File: config.mk
export PLATFORM = sky130hd
export DESIGN_NAME = fpu_normalize_pack
export DESIGN_NICKNAME = d
export VERILOG_FILES = /design/src/rtl/fpu_pkg.sv /design/src/rtl/fpu_round_ne.sv /design/src/rtl/fpu_normalize_pack.sv
export SDC_FILE = /design/constraint.sdc
export NUM_CORES = 1
export LEC_CHECK = 0
export CORE_MARGIN = 1.5
export CORE_UTILIZATION = 25
export DETAILED_ROUTE_END_ITERATION = 6
export PLACE_DENSITY = 0.4
export SYNTH_ARGS = -nofsm -noshare
export SYNTH_HDL_FRONTEND = slang
export SYNTH_SLANG_ARGS = --single-unit
File: constraint.sdc
create_clock -name clock_100Khz -period 5.9 [get_ports clock_100Khz]
set_clock_uncertainty 0.05 [all_clocks]
set_input_delay 1.77 -clock clock_100Khz [delete_from_list [all_inputs] [get_ports clock_100Khz]]
set_output_delay 1.77 -clock clock_100Khz [all_outputs]
set_load 0.05 [all_outputs]
File: src/rtl/fpu_pkg.sv
// Shared definitions for the FPU normalize/pack stage.
//   Float layout: sign[31] | biased exponent[30:21] (bias 511) | fraction[20:0]
//   Exports the width constants, FSM state and status encodings and field positions.
package fpu_pkg;

  localparam int EXP_W   = 10;
  localparam int FRAC_W  = 21;
  localparam int BIAS    = 511;
  localparam int MANT_W  = 25;   // 2 carry bits, hidden bit, 21 fraction bits, guard
  localparam int IEXP_W  = 12;   // internal signed exponent width

  localparam int SIGN_POS = 31;
  localparam int EXP_HI   = 30;
  localparam int EXP_LO   = 21;
  localparam int FRAC_HI  = 20;

  localparam logic [EXP_W-1:0] EXP_INF = '1;

  typedef enum logic [1:0] {IDLE, NORM, ROUND, PACK} state_t;

  typedef enum logic [1:0] {ST_EXACT, ST_INEXACT, ST_OVERFLOW, ST_UNDERFLOW} status_t;

endpackage

File: src/rtl/fpu_round_ne.sv
// Combinational round-to-nearest-even on a stored fraction.
//   frac     : fraction bits before rounding
//   guard    : first bit below the fraction LSB
//   sticky   : OR of every bit shifted out below the guard
//   frac_rnd : rounded fraction (wraps to 0 when carry is set)
//   carry    : rounding overflowed the fraction into the hidden-bit position
//   inexact  : any nonzero bit was discarded
module fpu_round_ne
  import fpu_pkg::*;
(
  input  logic [FRAC_W-1:0] frac,
  input  logic              guard,
  input  logic              sticky,
  output logic [FRAC_W-1:0] frac_rnd,
  output logic              carry,
  output logic              inexact
);

  logic round_up;

  // Ties (guard set, sticky clear) round up only when the LSB is odd.
  assign round_up = guard & (sticky | frac[0]);
  assign {carry, frac_rnd} = {1'b0, frac} + (FRAC_W+1)'(round_up);
  assign inexact = guard | sticky;

endmodule

File: src/rtl/fpu_normalize_pack.sv
// Iterative normalize, round and pack of an add/sub result.
//   clock_100Khz : system clock, rising edge
//   reset        : asynchronous, active-low
//   start_in     : one-cycle request, taken only in IDLE
//   sign_in      : result sign
//   exp_in       : signed unbiased exponent
//   mant_in      : magnitude, bit22 = hidden bit, bits[24:23] carry, bit0 guard
//   busy_out     : high while an operation is in flight
//   done_out     : one-cycle pulse when data_out/status_out update
//   data_out     : packed float, held until the next done
//   status_out   : EXACT / INEXACT / OVERFLOW / UNDERFLOW
//
// state | meaning
// IDLE  | waiting for start_in
// NORM  | one normalizing shift per cycle until bit22 is the leading one
// ROUND | round to nearest even, renormalize on carry-out
// PACK  | range check, register result, pulse done
module fpu_normalize_pack
  import fpu_pkg::*;
(
  input  logic              clock_100Khz,
  input  logic              reset,
  input  logic              start_in,
  input  logic              sign_in,
  input  logic [10:0]       exp_in,
  input  logic [MANT_W-1:0] mant_in,
  output logic              busy_out,
  output logic              done_out,
  output logic [31:0]       data_out,
  output logic [1:0]        status_out
);

  state_t                    state;
  logic                      sign_r;
  logic signed [IEXP_W-1:0]  exp_r;
  logic [MANT_W-1:0]         mant_r;
  logic                      sticky_r;
  logic                      inexact_r;

  logic [FRAC_W-1:0]         rnd_frac;
  logic                      rnd_carry;
  logic                      rnd_inexact;
  logic signed [IEXP_W-1:0]  biased;

  fpu_round_ne u_round (
    .frac     (mant_r[FRAC_W:1]),
    .guard    (mant_r[0]),
    .sticky   (sticky_r),
    .frac_rnd (rnd_frac),
    .carry    (rnd_carry),
    .inexact  (rnd_inexact)
  );

  assign biased = exp_r + $signed(IEXP_W'(BIAS));

  always_ff @(posedge clock_100Khz or negedge reset) begin
    if (!reset) begin
      state      <= IDLE;
      sign_r     <= 1'b0;
      exp_r      <= '0;
      mant_r     <= '0;
      sticky_r   <= 1'b0;
      inexact_r  <= 1'b0;
      busy_out   <= 1'b0;
      done_out   <= 1'b0;
      data_out   <= '0;
      status_out <= ST_EXACT;
    end else begin
      done_out <= 1'b0;
      unique case (state)
        IDLE: begin
          if (start_in) begin
            sign_r   <= sign_in;
            exp_r    <= {exp_in[10], exp_in};
            mant_r   <= mant_in;
            sticky_r <= 1'b0;
            busy_out <= 1'b1;
            state    <= NORM;
          end
        end
        NORM: begin
          if (mant_r == '0) begin
            state <= ROUND;
          end else if (mant_r[24] | mant_r[23]) begin
            mant_r   <= mant_r >> 1;
            sticky_r <= sticky_r | mant_r[0];
            exp_r    <= exp_r + 12'sd1;
          end else if (!mant_r[22]) begin
            mant_r <= mant_r << 1;
            exp_r  <= exp_r - 12'sd1;
          end else begin
            state <= ROUND;
          end
        end
        ROUND: begin
          inexact_r <= rnd_inexact;
          // A carry out of the fraction means the mantissa became 2.0; the
          // renormalized fraction is all zeros with the hidden bit set.
          if (rnd_carry) begin
            mant_r <= {2'b00, 1'b1, {FRAC_W{1'b0}}, 1'b0};
            exp_r  <= exp_r + 12'sd1;
          end else begin
            mant_r <= {2'b00, mant_r[22], rnd_frac, 1'b0};
          end
          state <= PACK;
        end
        PACK: begin
          if (mant_r == '0) begin
            data_out   <= {sign_r, {EXP_W{1'b0}}, {FRAC_W{1'b0}}};
            status_out <= ST_EXACT;
          end else if (biased >= 12'sd1023) begin
            data_out   <= {sign_r, EXP_INF, {FRAC_W{1'b0}}};
            status_out <= ST_OVERFLOW;
          end else if (biased <= 12'sd0) begin
            data_out   <= {sign_r, {EXP_W{1'b0}}, {FRAC_W{1'b0}}};
            status_out <= ST_UNDERFLOW;
          end else begin
            data_out   <= {sign_r, biased[EXP_W-1:0], mant_r[FRAC_W:1]};
            status_out <= inexact_r ? ST_INEXACT : ST_EXACT;
          end
          done_out <= 1'b1;
          busy_out <= 1'b0;
          state    <= IDLE;
        end
        default: state <= IDLE;
      endcase
    end
  end

endmodule

==> results_dict.tcl <==
set metrics [dict create \
    holdPathStages 1 \
    crit_buf_inv 1 \
    fin_crit_ps 3410 \
    synth_edf_count 0 \
    whs_ps 432 \
    path_cells "clkdlybuf4s50_1, nor2b_1, nor2_1, o31ai_2, a21o_1, o21ai_0, o31ai_1" \
    cts_resized 0 \
    critPathLaunch "start_in" \
    antenna_found_initial 0 \
    ys_seq_area_frac 0.370 \
    worstPathRequired_ps 6110 \
    routed_wl_um 18100 \
    reg2reg_from "exp_r[0]" \
    die_x_um 148 \
    synth_common_cells "nand2_1 (86), dfrtp_1 (78), o21ai_0 (63), nor2_1 (49), clkbuf_1 (38)" \
    clockBufferDepth 2 \
    hold_class "flip-flop to flip-flop" \
    grt.total_usage 0.168 \
    ys_async_sr_fraction 1.00 \
    syn2layout_area_growth_pct 21.9 \
    hold_viol_final 0 \
    drc_errors 0 \
    cp_max_fo 20 \
    synth.distinct_cells 75 \
    syn_inst 630 \
    max_slew.worst_pin.slew_ps 1070 \
    die-area_mm2 0.0220 \
    core_mm2 0.0205 \
    crit_end "mant_r[10]" \
    fin_setup_tns_ps 0 \
    grt_start_max_net_pins 79 \
    start_util 0.258 \
    dpl_cell_area_mm2 0.00613 \
    syn_nets 678 \
    rows 52 \
    top_layer "met4" \
    critPathLaunchType "primary input" \
    wl_per_cell_um 19.4 \
    synth-seq-cells 78 \
    insertion_delay_ps 350 \
    place_congestion 0.817 \
    cts_num_sinks 78 \
    status "complete, no violations" \
    r2r_end "data_out[14]" \
    cpPeakStageDelay_ps 590 \
    wl_met2_um 8910 \
    post_cts_buffers 0 \
    final_cells 934 \
    crit_slowest_cell "a21o_1" \
    drv_cap 0 \
    powerDensity_mw_per_mm2 712 \
    cp_num_cells 7 \
    crit_type "primary input to flip-flop" \
    final_layout_size_suffix_gt1_frac 0.0783 \
    ys.flop_type "dfrtp_1" \
    synthesis.area_mm2 0.00528 \
    antenna_cells 0 \
    numCtsBuffers 9 \
    finalCritPeriodShare 0.579 \
    grt_pass1_wl_um 28800 \
    root_buffer "clkbuf_16" \
    nets 707 \
    setup_viol 0 \
    yosys.area.top_type "dfrtp_1" \
    portBuffers 75 \
    drt-pass1-iter-count 5 \
    rrSetupSlack_ps 2630 \
    dp_cells 918 \
    viasPerCell 5.42 \
    synth_top_area_frac 0.370 \
    grt_setup_unrepaired "no" \
    fin_area_mm2 0.00644 \
    overflow 0 \
    wl_met1_um 8050 \
    wl_met3_um 803 \
    vias 5058 \
    avgSynthCellArea_um2 8.38 \
    synthTopCellsByArea "dfrtp_1 (37%), nand2_1 (6.1%), o21ai_0 (6.0%)" \
    clkTransAtPathRegs_ps 70 \
    p_leak_nw 2.40 \
    max_freq_mhz 293 \
    slew_headroom 0.287 \
    fp.dieH_um 148 \
    drv_slew 0 \
    peakVddDrop_mv 0.287 \
    nFillCells 2184 \
    grt_pass1_vias 5060 \
    cts_hold_buf 0 \
    drt-initial-drc-count 354 \
    critPathCaptureType "flip-flop" \
    num_io_pins 76 \
    synth.most_common_cell "nand2_1" \
    r2r_cells 8 \
    dpl.hpwl_um 12200 \
    ant_nets 0 \
    yosys_warnings 0 \
    cp_top_family "compound AO/OA/AOI/OAI gates" \
    worstPathArrival_ps 3620 \
    ctsHtreeMaxLevel 3 \
    tritoncts "yes" \
]
-- worst register-to-register path, cell delays in order, from the launching register on --
cell and delay, ps:
dfrtp_1 550, inv_1 240, ha_1 320, or3b_1 470
o31ai_1 320, nand4b_1 160, o31ai_2 510, or3_4 390
o2bb2ai_1 130
-- metal layers --
layer  up-vias  track usage
met5         -            0
met4         0       0.0495
met3        24       0.0371
met2       134        0.286
met1      2497        0.212
li1       2403            -
-- cell families (layout without fill, tap and decap cells) --
family / after synthesis / in the layout / synth area share
DFF: 78 / 78 / 0.370
adders and majority gates: 8 / 8 / 0.0190
muxes: 10 / 10 / 0.0197
and+or+nand+nor: 229 / 229 / 0.212
xor gates and xnor gates: 11 / 11 / 0.0197
AOI/OAI and AO/OA: 215 / 215 / 0.294
buffers and inverters: 79 / 113 / 0.0663
-- cell type report --
cell class	count	area, µm²	share of cell area
Multi-Input combinational cell	473	2980	0.463
Sequential cell	78	1950	0.303
Timing Repair Buffer	82	801	0.124
Tap cell	270	338	0.0525
Clock buffer	11	253	0.0393
Clock inverter	5	57.6	0.00894
Inverter	15	56.3	0.00874
-- sequential cells by signal (all words and copies together) (netlist names) --
signal	cells
busy_out	1
done_out	1
mant_r	25
sticky_r	1
state	2
sign_r	1
inexact_r	1
data_out	32
exp_r	12
status_out	2
-- stage by stage --
stage / util / power [W] / worst slack, ps
floorplan: - / 0.00323 / 2900
detailed placement: 0.299 / 0.00401 / 2110
finish: 0.314 / 0.00458 / 2490
CTS: 0.314 / 0.00464 / 2480
global route: 0.314 / 0.00497 / 2350
global placement: 0.299 / 0.00399 / 2150
-- where the power goes --
part	leakage, nW	internal [W]	switching [W]	total, W
Sequential	0.975	0.000808	0.000471	0.00128
Combinational	1.27	0.000992	0.00172	0.00271
Clock	0.155	0.000351	0.000241	0.000592
Total	2.40	0.00215	0.00243	0.00458
-- cells in the final DEF, fill, tap and decap left out, drive strengths merged, types with 4 or more instances in the layout --
master and count:
nor2b 4, mux2i 7, clkbuf 11, o311ai 5, ha 8, or4 5, clkdlybuf4s50 74, xnor2 7
inv 13, a21oi 26, o211ai 7, buf 8, o31ai 8, o21ai 64, nand3 13, and3 9
xor2 4, clkinv 6, o221a 4, a221o 5, nand4 9, o2bb2ai 35, nand2 86, nor2 50
a31oi 9, a221oi 13, nor4 14, a211oi 11, dfrtp 78, nor3 22
-- how the worst min path moves through the flow --
stage / startpoint / endpoint
floorplan: sign_r / sign_r
global placement: data_out[10] / data_out[10]
detailed placement: data_out[12] / data_out[12]
CTS: data_out[12] / data_out[12]
global route: data_out[5] / data_out[5]
finish: data_out[12] / data_out[12]
No activity file was read; power rests on OpenSTA's default activity.
